<file path="src/rtl/i2s_pkg.sv">
// Shared types and constants for the I2S receiver.
// Channel encodings follow the wclk level on the link.
package i2s_pkg;

  localparam int SAMPLE_W_DEF = 24;
  localparam int BITCNT_W_DEF = 6;

  localparam logic CH_LEFT  = 1'b0;
  localparam logic CH_RIGHT = 1'b1;

  typedef enum logic {
    SYNC,
    RUN
  } state_e;

endpackage

</file>
<file path="src/rtl/i2s_sync_edge.sv">
// Link synchronizers and bclk rise detector.
// wclk/sdata are delayed so they line up with the rise strobe.
module i2s_sync_edge (
  input  logic clk_i,
  input  logic rst_ni,
  input  logic bclk_i,
  input  logic wclk_i,
  input  logic sdata_i,
  output logic rise_o,
  output logic wclk_o,
  output logic sdata_o
);

  logic [1:0] bclk_sq;
  logic [1:0] wclk_sq;
  logic [1:0] sdata_sq;
  logic       bclk_prev_q;
  logic       rise_q;
  logic       wclk_q;
  logic       sdata_q;

  always_ff @(posedge clk_i or negedge rst_ni) begin
    if (!rst_ni) begin
      bclk_sq     <= '0;
      wclk_sq     <= '0;
      sdata_sq    <= '0;
      bclk_prev_q <= 1'b0;
      rise_q      <= 1'b0;
      wclk_q      <= 1'b0;
      sdata_q     <= 1'b0;
    end else begin
      bclk_sq     <= {bclk_sq[0], bclk_i};
      wclk_sq     <= {wclk_sq[0], wclk_i};
      sdata_sq    <= {sdata_sq[0], sdata_i};
      bclk_prev_q <= bclk_sq[1];
      rise_q      <= bclk_sq[1] & ~bclk_prev_q;
      wclk_q      <= wclk_sq[1];
      sdata_q     <= sdata_sq[1];
    end
  end

  assign rise_o  = rise_q;
  assign wclk_o  = wclk_q;
  assign sdata_o = sdata_q;

endmodule

</file>
<file path="src/rtl/i2s_rx_core.sv">
// I2S receiver: deserializes stereo words and hands
// out (left, right) pairs over valid/ready.
module i2s_rx_core
  import i2s_pkg::*;
#(
  parameter int SAMPLE_W = SAMPLE_W_DEF,
  parameter int BITCNT_W = BITCNT_W_DEF
) (
  input  logic                adc_clk,
  input  logic                rst_n,
  input  logic                i2s_bclk,
  input  logic                i2s_wclk,
  input  logic                i2s_sdata,
  output logic [SAMPLE_W-1:0] out_left,
  output logic [SAMPLE_W-1:0] out_right,
  output logic                out_valid,
  input  logic                out_ready,
  output logic                overrun,
  output logic                frame_err
);

  localparam logic [BITCNT_W-1:0] SW = BITCNT_W'(SAMPLE_W);

  logic slot;
  logic wclk_s;
  logic sdata_s;

  i2s_sync_edge u_sync (
    .clk_i   (adc_clk),
    .rst_ni  (rst_n),
    .bclk_i  (i2s_bclk),
    .wclk_i  (i2s_wclk),
    .sdata_i (i2s_sdata),
    .rise_o  (slot),
    .wclk_o  (wclk_s),
    .sdata_o (sdata_s)
  );

  state_e              state_q, state_d;
  logic                wclk_d_q, wclk_d_d;
  logic                chan_q, chan_d;
  logic [BITCNT_W-1:0] cnt_q, cnt_d;
  logic [SAMPLE_W-1:0] shift_q, shift_d;
  logic [SAMPLE_W-1:0] left_q, left_d;
  logic                have_left_q, have_left_d;
  logic [SAMPLE_W-1:0] out_left_q, out_left_d;
  logic [SAMPLE_W-1:0] out_right_q, out_right_d;
  logic                out_valid_q, out_valid_d;
  logic                overrun_q, overrun_d;
  logic                ferr_q, ferr_d;

  logic                chg;
  logic                commit;
  logic                short_w;
  logic                pair_done;
  logic [SAMPLE_W-1:0] commit_val;
  logic [SAMPLE_W-1:0] shift_n;
  logic [BITCNT_W-1:0] cnt_n;

  assign chg = wclk_s != wclk_d_q;

  // Word datapath: shift, commit (full or short), then word start.
  always_comb begin
    state_d    = state_q;
    wclk_d_d   = wclk_d_q;
    chan_d     = chan_q;
    cnt_d      = cnt_q;
    shift_d    = shift_q;
    commit     = 1'b0;
    short_w    = 1'b0;
    commit_val = '0;
    shift_n    = shift_q;
    cnt_n      = cnt_q;
    if (slot) begin
      wclk_d_d = wclk_s;
      unique case (state_q)
        SYNC: begin
          if (chg) begin
            state_d = RUN;
            chan_d  = wclk_s;
            cnt_d   = '0;
            shift_d = '0;
          end
        end
        RUN: begin
          if (cnt_q < SW) begin
            shift_n = {shift_q[SAMPLE_W-2:0], sdata_s};
            cnt_n   = cnt_q + BITCNT_W'(1);
          end
          if (cnt_q < SW && cnt_n == SW) begin
            commit     = 1'b1;
            commit_val = shift_n;
          end else if (chg && cnt_n < SW) begin
            commit     = 1'b1;
            short_w    = 1'b1;
            commit_val = shift_n << (SW - cnt_n);
          end
          shift_d = shift_n;
          cnt_d   = cnt_n;
          if (chg) begin
            cnt_d   = '0;
            shift_d = '0;
            chan_d  = wclk_s;
          end
        end
        default: state_d = SYNC;
      endcase
    end
  end

  assign pair_done = commit && (chan_q == CH_RIGHT) && have_left_q;

  always_comb begin
    left_d      = left_q;
    have_left_d = have_left_q;
    out_left_d  = out_left_q;
    out_right_d = out_right_q;
    out_valid_d = out_valid_q;
    overrun_d   = 1'b0;
    ferr_d      = short_w;
    if (commit) begin
      have_left_d = chan_q == CH_LEFT;
      if (chan_q == CH_LEFT) left_d = commit_val;
    end
    if (pair_done) begin
      if (!out_valid_q || out_ready) begin
        out_left_d  = left_q;
        out_right_d = commit_val;
        out_valid_d = 1'b1;
      end else begin
        overrun_d = 1'b1;
      end
    end else if (out_valid_q && out_ready) begin
      out_valid_d = 1'b0;
    end
  end

  always_ff @(posedge adc_clk or negedge rst_n) begin
    if (!rst_n) begin
      state_q     <= SYNC;
      wclk_d_q    <= 1'b0;
      chan_q      <= CH_LEFT;
      cnt_q       <= '0;
      shift_q     <= '0;
      left_q      <= '0;
      have_left_q <= 1'b0;
      out_left_q  <= '0;
      out_right_q <= '0;
      out_valid_q <= 1'b0;
      overrun_q   <= 1'b0;
      ferr_q      <= 1'b0;
    end else begin
      state_q     <= state_d;
      wclk_d_q    <= wclk_d_d;
      chan_q      <= chan_d;
      cnt_q       <= cnt_d;
      shift_q     <= shift_d;
      left_q      <= left_d;
      have_left_q <= have_left_d;
      out_left_q  <= out_left_d;
      out_right_q <= out_right_d;
      out_valid_q <= out_valid_d;
      overrun_q   <= overrun_d;
      ferr_q      <= ferr_d;
    end
  end

  assign out_left  = out_left_q;
  assign out_right = out_right_q;
  assign out_valid = out_valid_q;
  assign overrun   = overrun_q;
  assign frame_err = ferr_q;

endmodule

</file>
<file path="config.mk">
export PLATFORM = sky130hd
export DESIGN_NAME = i2s_rx_core
export DESIGN_NICKNAME = d
export VERILOG_FILES = /design/src/rtl/i2s_pkg.sv /design/src/rtl/i2s_sync_edge.sv /design/src/rtl/i2s_rx_core.sv
export SDC_FILE = /design/constraint.sdc
export NUM_CORES = 1
export LEC_CHECK = 0
export BUFFER_PORTS_ARGS = -buffer_cell sky130_fd_sc_hd__buf_2
export CORE_MARGIN = 1.5
export CORE_UTILIZATION = 60
export CTS_CLUSTER_DIAMETER = 30
export CTS_CLUSTER_SIZE = 8
export DETAILED_ROUTE_END_ITERATION = 16
export PLACE_DENSITY_LB_ADDON = 0.05
export SLEW_MARGIN = 20
export SYNTH_ARGS = -nofsm -noshare
export SYNTH_HDL_FRONTEND = slang
export SYNTH_SLANG_ARGS = --single-unit
</file>
<file path="constraint.sdc">
create_clock -name adc_clk -period 4.6 [get_ports adc_clk]
set_input_delay 0.46 -clock adc_clk [delete_from_list [all_inputs] [get_ports adc_clk]]
set_output_delay 0.46 -clock adc_clk [all_outputs]
set_load 0.05 [all_outputs]
</file>
## Word-level counts from Yosys, hierarchy flattened

Cells that the tools add are included.

- Bits in registers: 119

- $add $sub $neg: 2
- Equal/unequal tests: 4
- $lt $le $gt $ge: 2
- Bitwise operators: 4
- Shift operators: 1
- Reduce and logical (&&, ||, !) cells: 13
- Multiplexer cells: 31

Operators with widths:

| kind | number |
|---|---|
| $mux W24 | 9 |
| $pmux W24 S2 | 1 |
| $mux W6 | 5 |
| $shl A24 B6 Y24 | 1 |
| $mux W1 | 15 |
| $lt A6 B5 Y1 const B | 2 |
| $pmux W6 S2 | 1 |
| $reduce_and A2 Y1 | 5 |
| $add A6 B1 Y6 const B | 1 |
| $eq A6 B5 Y1 const B | 1 |
| $sub A5 B6 Y6 const A | 1 |
| $logic_and A1 B1 Y1 | 5 |
| $not A1 Y1 | 3 |
| $ne A2 B1 Y1 const B | 1 |
| $ne A2 B2 Y1 const B | 1 |
| $reduce_bool A2 Y1 | 1 |
| $and A1 B1 Y1 | 1 |
| $logic_not A1 Y1 | 1 |
| $logic_or A1 B1 Y1 | 1 |
| $ne A1 B1 Y1 | 1 |

## Depth between registers and ports, before layout

Gate-level depths: netlist (run 1).

- Depth after elaboration: 14
- Mapped depth: 18
- Depth with buffers taken out: 11

## Hierarchy

Synthesis (run 1) repeated with hierarchy kept, for this count alone.

- Cells, all modules: 721
- Area, all modules: 6547.5 µm²

By module, submodules not included:

| module | times used | cells each | area an instance (µm²) | seq. area each (µm²) |
|---|---|---|---|---|
| i2s_rx_core | 1 | 710 | 6283.5 | 2727.6 |
| i2s_sync_edge | 1 | 11 | 264.0 | 250.2 |

## Worst setup path after synthesis (run 1)

No wires, ideal clock.

- Kind: register to register
- From: register cnt_q[3]
- To: register out_right_q[19] (netlist: out_right[19])
- Buffers on the path: 8
- Slack: 895 ps
- Data required time: 4467 ps
- Data arrival time: 3572 ps
- Period minus slack after synthesis: 3705 ps
- Cell stages (with the launch flop): 18
- Cells stage by stage: dfrtp_1 > buf_2 > a21o_1 > buf_4 > buf_6 > clkbuf_1 > clkbuf_1 > mux2i_1 > ha_1 > clkbuf_1 > buf_1 > clkbuf_1 > mux2i_1 > nand2_1 > a31oi_1 > mux2i_1 > o221ai_1 > a31oi_1

- Cells in the longest elaborated chain, start to end: 13
- Elaborated cells between the ends (all ways): 25
- Classes of those cells: 2 x add/sub; 2 x order compare; 1 x eq/ne; 1 x shift; 14 x mux; 5 x reduce/logical

Ends and longest elaborated chain:

| what | line | RTL |
|---|---|---|
| start, declared | i2s_rx_core.sv:42 | `logic [BITCNT_W-1:0] cnt_q, cnt_d;` |
| start signal, assigned | i2s_rx_core.sv:156 | `cnt_q <= cnt_d;` |
| parallel branches: the longest is 13 deep, another holds $add A6 B1 Y6 | n/a |  |
| end signal, assigned | i2s_rx_core.sv:161 | `out_right_q <= out_right_d;` |
| end, declared | i2s_rx_core.sv:47 | `logic [SAMPLE_W-1:0] out_right_q, out_right_d;` |

Parallel ways; which one is timed is not known. The select of a mux whose other input is x is not followed.
A chain may end at the register's enable or synchronous reset.

## Worst setup path after layout (run 1)

- From: register cnt_q[5]
- To: register left_q[18]

- Cells in the longest elaborated chain, start to end: 11
- Elaborated cells between the ends (all ways): 23
- Classes of those cells: 2 x add/sub; 2 x order compare; 1 x eq/ne; 1 x shift; 14 x mux; 3 x reduce/logical

Ends and longest elaborated chain:

| what | line | RTL |
|---|---|---|
| parallel branches: the longest is 11 deep, another holds $add A6 B1 Y6 | n/a |  |
| end signal, assigned | i2s_rx_core.sv:158 | `left_q <= left_d;` |
| end, declared | i2s_rx_core.sv:44 | `logic [SAMPLE_W-1:0] left_q, left_d;` |

Parallel ways; which one is timed is not known. The select of a mux whose other input is x is not followed.

==> metrics, run 1 <==
dpl cells 934; Die H 109 um; reg2reg setup slack 0.94 ns; core area 10900 um^2; FMAX 273 MHz; number of global-route vias before repair 5724; Num CTS Buffers 17; commonest non-fill, non-tap cells in the layout 181 x nand2_1, 119 x dfrtp_1, 68 x nor2_1; fin cells 965; DRC errors left 0; Initial Util 0.618; CTS Root Cell clkbuf_16; Hold Crit Class input pin to flop; TritonCTS clock tree built; most common cell after layout, fill and taps aside nand2_1; number of synthesized flops with an enable pin 0; # setup viols final 0; asr flop ratio synth 1.00; Layout fillers 796; DPL Wire Length 14.2 mm; P_leak 3.65 nW; first-pass GRT wire length 31.5 mm; Yosys reg bits 119; 1st-iter DRT viols 656; reg-to-reg endpoint left_q[18]$_DFFE_PN0P_; P&R area growth vs syn 13.6%; ANT cells 0; Resize count post-CTS 0; initial antenna violation count 0; largest family of logic cells by synthesized area simple AND/OR/NAND/NOR gates; Slew @ Worst Pin 0.940 ns; data required time at the worst endpoint 4.89 ns; Hold Path End u_sync.wclk_sq[0]$_DFF_PN0_; skew final 0.00724 ns; hold path depth 1; Peak supply drop 0.510 mV; minimum clock period 3.66 ns; Post-Syn Area per Cell 8.67 um^2; Syn Nets 788; Critical R2R Launch cnt_q[5]$_DFFE_PN0P_; largest net degree at the start of global routing 76; IO Port Bufs 56; Crit Path Category flop to flop; status completed; Synth Warn # 0; Slew headroom 0.373; wire length per cell 20.9 um; cells after synthesis 780; final period utilization 0.797; Clock Latency Late Sink 0.42 ns; Synth Area in Compound Gates 0.210; gpl congestion 1.03; Critical Path AT 3.95 ns; crit path max fanout 30; num ports 57; vias per cell 6.60; Hold Fails Final Rpt 0; drt pass-1 iters 6; Setup crit end kind flop; setup bufs post-CTS 0; hold path start i2s_wclk; post-synthesis sequential area ratio 0.440; total die area 11900 um^2; xor and xnor area share after synthesis 0.0118; R2R depth 12; Clock Path Buffers 2; H-tree depth 4; Clock Pin Slew Worst Setup and Hold Paths 0.06 ns; Cell Pwr Density 551 nW/um^2; Post-Syn Area 6760 um^2; GRT Util Overall 0.358; share of post-route cells with drive strength above 1 0.159; post-synthesis adder-cell area fraction 0.00370; main flop type after synthesis dfrtp_1; # hold bufs at CTS 0; RSZ-0062 raised after global routing no; Setup TNS 0 ns; grt ovf 0; via count 6367; Synth cell types 75; fin nets 821; Slew Limit Fails 0; post-synthesis mux area share 0.0729; crit start category flop; Detail Route Antenna Nets 0; cell row count 38; CTS sink count 119; Total Wirelength 20.1 mm; Crit. Startpoint cnt_q[5]$_DFFE_PN0P_; Max-cap violations 0; simple-gate share of the synthesized area 0.217; Die X 109 um
## sequential cells by signal, indices dropped and copies added, names as in the netlist
name,count
chan_q,1
cnt_q,6
frame_err,1
have_left_q,1
left_q,24
out_left,24
out_right,24
out_valid,1
overrun,1
shift_q,24
state_q,1
u_sync.bclk_prev_q,1
u_sync.bclk_sq,2
u_sync.rise_o,1
u_sync.sdata_o,1
u_sync.sdata_sq,2
u_sync.wclk_o,1
u_sync.wclk_sq,2
wclk_d_q,1
## how the worst max path moves through the flow
| stage | end | slack, ns | cells after the start |
|---|---|---|---|
| finish | left_q[18]$_DFFE_PN0P_ | 0.94 | 12 |
| detailed placement | out_right[14]$_DFFE_PN0P_ | 1.12 | 10 |
| floorplan | out_right[19]$_DFFE_PN0P_ | 0.89 | 17 |
| CTS | out_right[11]$_DFFE_PN0P_ | 1.0 | 10 |
| global route | out_right[9]$_DFFE_PN0P_ | 0.70 | 10 |
| global placement | out_right[14]$_DFFE_PN0P_ | 1.10 | 10 |
## synth_stat cells, types with 6 or more instances
cell	count	area share
and2_1	8	0.0074
dfrtp_1	119	0.44
a211oi_1	7	0.0078
a22o_1	16	0.021
nand3_1	23	0.017
inv_1	6	0.0033
a21oi_1	50	0.037
nand2b_1	7	0.0065
nand2_1	181	0.10
mux2_2	10	0.017
o21ai_1	6	0.0044
a31oi_1	21	0.019
nor3_1	12	0.0089
mux2i_1	38	0.056
nor2_1	69	0.038
o21ai_0	40	0.030
clkbuf_1	26	0.014
buf_2	21	0.016
and3_1	6	0.0056
o31ai_1	8	0.0089
## logic make-up after synthesis
logic type | count (synthesis)
buffers and inverters | 63
AO/OA/AOI/OAI | 208
XOR/XNOR | 6
flip-flops | 119
multiplexers | 48
AND/OR/NAND/NOR | 334
adder cells (fa/ha/maj) | 2
## area by class of cell
class	instances	area (um^2)	area share
multi-input cells	598	3520	0.458
flip-flops and latches	119	2980	0.388
clock buffers	24	492	0.0640
repair buffers	70	400	0.0521
well taps	140	175	0.0228
clock inverters	7	93.8	0.0122
inverters	7	26.3	0.00342
## metrics by stage
step / total power, mW / setup slack, ns / cell area, um^2 / hold slack (ns) / util
finish: 4.23 / 0.935 / 7680 / 0.144 / 0.702
global route: 4.40 / 0.700 / 7680 / 0.138 / 0.702
CTS: 4.21 / 0.998 / 7670 / 0.136 / 0.702
detailed placement: 2.89 / 1.12 / 7090 / 0.337 / 0.648
global placement: 2.86 / 1.10 / 7090 / 0.332 / 0.648
floorplan: 2.51 / 0.895 / 6760 / 0.164 / -
## worst max-delay path, cell delays in order, from the launching register on
cell and delay [ns]:
dfrtp_1 0.51, a21o_1 0.25, nor2_1 0.24, nor2_1 0.10, ha_1 0.32, buf_4 0.38
mux2_2 0.41, nor2_1 0.10, a21oi_1 0.07, a2111oi_0 0.68, a221oi_1 0.16, o221ai_1 0.19
a21oi_1 0.11
## power breakdown
part,internal [mW],total [mW],switching [mW]
clock network,0.849,1.32,0.469
logic,0.458,1.57,1.11
registers,1.22,1.34,0.122
## metal layers
metal | part of all wire | wire length (um) | track usage
met1 | 0.43 | 8720 | 0.508
met2 | 0.47 | 9380 | 0.550
met5 | 0 | 0 | 0
met4 | 0.022 | 453 | 0.125
met3 | 0.079 | 1580 | 0.0640
(Power assumes the default switching activity.)
==> run 2: changes to the inputs <==
Clock period 4.6 ns to 3.6 ns, I/O delays scaled along.
==> run 2 against run 1 <==
Against the previous run:
- critical path depth decreased by 5
- worst setup slack got worse by 0.80 ns
- sequential share of layout area decreased by 0.82 points
- routed wire length increased by 5.8%
- power increased by 31%
- combinational power increased by 32%
- cell count increased by 1.9%
- register-to-register slack got worse by 0.80 ns
- clock power increased by 30%
- critical endpoint is now out_right[15]$_DFFE_PN0P_
- highest routed layer unchanged
==> metrics, run 2 (synthesis gave the netlist of run 1 again) <==
RSZ-0062 raised after global routing no; final worst setup slack 0.140 ns; Total Wirelength 21.3 mm; gpl congestion 0.934; CP delay by family, top multiplexers; DP Worst Slack 0.211 ns; Max-cap violations 0; Critical Path AT 3.76 ns; data required time at the worst endpoint 3.90 ns; hold path start i2s_bclk; Hold Path End u_sync.bclk_sq[0]$_DFF_PN0_; DRC errors left 0; Slew @ Worst Pin 0.843 ns; total die area 11900 um^2; vias per cell 6.51; CTS Root Cell clkbuf_16; reg2reg setup slack 0.14 ns; Worst path slowest cell dfrtp_1; Hold Crit Class input pin to flop; ANT cells 0; minimum clock period 3.46 ns; skew final 0.0113 ns; # setup viols final 0; Peak supply drop 0.680 mV; first-pass GRT wire length 33.3 mm; Die H 109 um; DPL Wire Length 15.0 mm; Clock Pin Slew Worst Setup and Hold Paths 0.06 ns; status completed; Slew Limit Fails 0; P_leak 3.74 nW; crit path max fanout 13; hold path depth 1; Setup TNS 0 ns; reg-to-reg endpoint out_right[15]$_DFFE_PN0P_; cell row count 38; wire length per cell 21.7 um; dpl cells 951; Slew headroom 0.435; Clock Path Buffers 2; core area 10900 um^2; final period utilization 0.961; Crit Path Category flop to flop; R2R depth 7; num ports 57; P&R area growth vs syn 16.1%; CTS sink count 119; CP Cell Sequence nand4b_1 > mux2i_1 > nand4_2 > nand2_1 > mux2_2 > a311oi_1 > a21oi_1; Initial Util 0.618; Clock Latency Late Sink 0.43 ns; initial antenna violation count 0; via count 6396; crit-path max cell delay 0.68 ns; Setup crit end kind flop; number of global-route vias before repair 6041; Detail Route Antenna Nets 0; fin nets 839; Die X 109 um; setup bufs post-CTS 0; largest net degree at the start of global routing 70; GRT Util Overall 0.380; critical path buffer and inverter count 0; share of post-route cells with drive strength above 1 0.181; Cell Pwr Density 704 nW/um^2; dpl cell area 7240 um^2; most common cell after layout, fill and taps aside nand2_1; FMAX 289 MHz; TritonCTS clock tree built; Hold Fails Final Rpt 0; drt pass-1 iters 6; design area 7850 um^2; fin cells 983; crit start category flop; Critical R2R Launch cnt_q[2]$_DFFE_PN0P_; Num CTS Buffers 17; Layout fillers 801; commonest non-fill, non-tap cells in the layout 181 x nand2_1, 118 x dfrtp_1, 69 x nor2_1; grt ovf 0; IO Port Bufs 56; H-tree depth 4; 1st-iter DRT viols 805
run 2: changes by cell type in the layout (fill, tap and decap cells not counted), sizes merged:
cell         delta
clkinvlp        +1
clkinv          +1
dlygate4sd3     +1
buf            +17
clkbuf          -6
inv             +4
run 2: final cells by class:
cell class                 count  area, um^2  area share
clock inverter                13         145      0.0185
clock buffer                  18         439      0.0559
sequential                   119        2980       0.380
inverter                       7        26.3     0.00335
timing repair buffer          88         563      0.0717
multi-input combinational    598        3520       0.449
tap                          140         175      0.0223
run 2: stage by stage:
stage / hold WS, ns / util / total power, mW
floorplan: 0.0644 / - / 3.21
CTS: 0.0264 / 0.717 / 5.49
detailed placement: 0.337 / 0.662 / 3.77
global placement: 0.334 / 0.662 / 3.72
global route: 0.0258 / 0.718 / 5.75
finish: 0.0321 / 0.718 / 5.53
run 2: what timing repair did:
action,CTS,global route
gates resized for setup,0,5
hold buffers,1,0
endpoints found under the setup margin,0,25
endpoints found under the hold margin,50,0
run 2: layer usage:
layer  global-route usage  vias up  part of all wire
met5                    0        -                 0
li1                     -     2879                 -
met4                0.123        0             0.021
met1                0.518     3119              0.43
met2                0.605      361              0.47
met3               0.0795       37             0.085
run 2: where the power goes:
part           leakage [nW]  internal (mW)  total (mW)  switching (mW)
combinational          1.87          0.651        2.08            1.43
sequential             1.58           1.56        1.73           0.169
clock                 0.280           1.04        1.72           0.680
run 2: how the worst max path moves through the flow:
| stage | slack, ns | cells after the start | end | startpoint |
|---|---|---|---|---|
| floorplan | 0.07 | 18 | left_q[21]$_DFFE_PN0P_ | cnt_q[3]$_DFFE_PN0P_ |
| global placement | 0.32 | 7 | out_right[15]$_DFFE_PN0P_ | cnt_q[2]$_DFFE_PN0P_ |
| detailed placement | 0.21 | 10 | out_right[14]$_DFFE_PN0P_ | cnt_q[3]$_DFFE_PN0P_ |
| CTS | 0.13 | 9 | left_q[11]$_DFFE_PN0P_ | cnt_q[3]$_DFFE_PN0P_ |
| global route | 0.008 | 11 | out_right[13]$_DFFE_PN0P_ | cnt_q[4]$_DFFE_PN0P_ |
| finish | 0.14 | 7 | out_right[15]$_DFFE_PN0P_ | cnt_q[2]$_DFFE_PN0P_ |
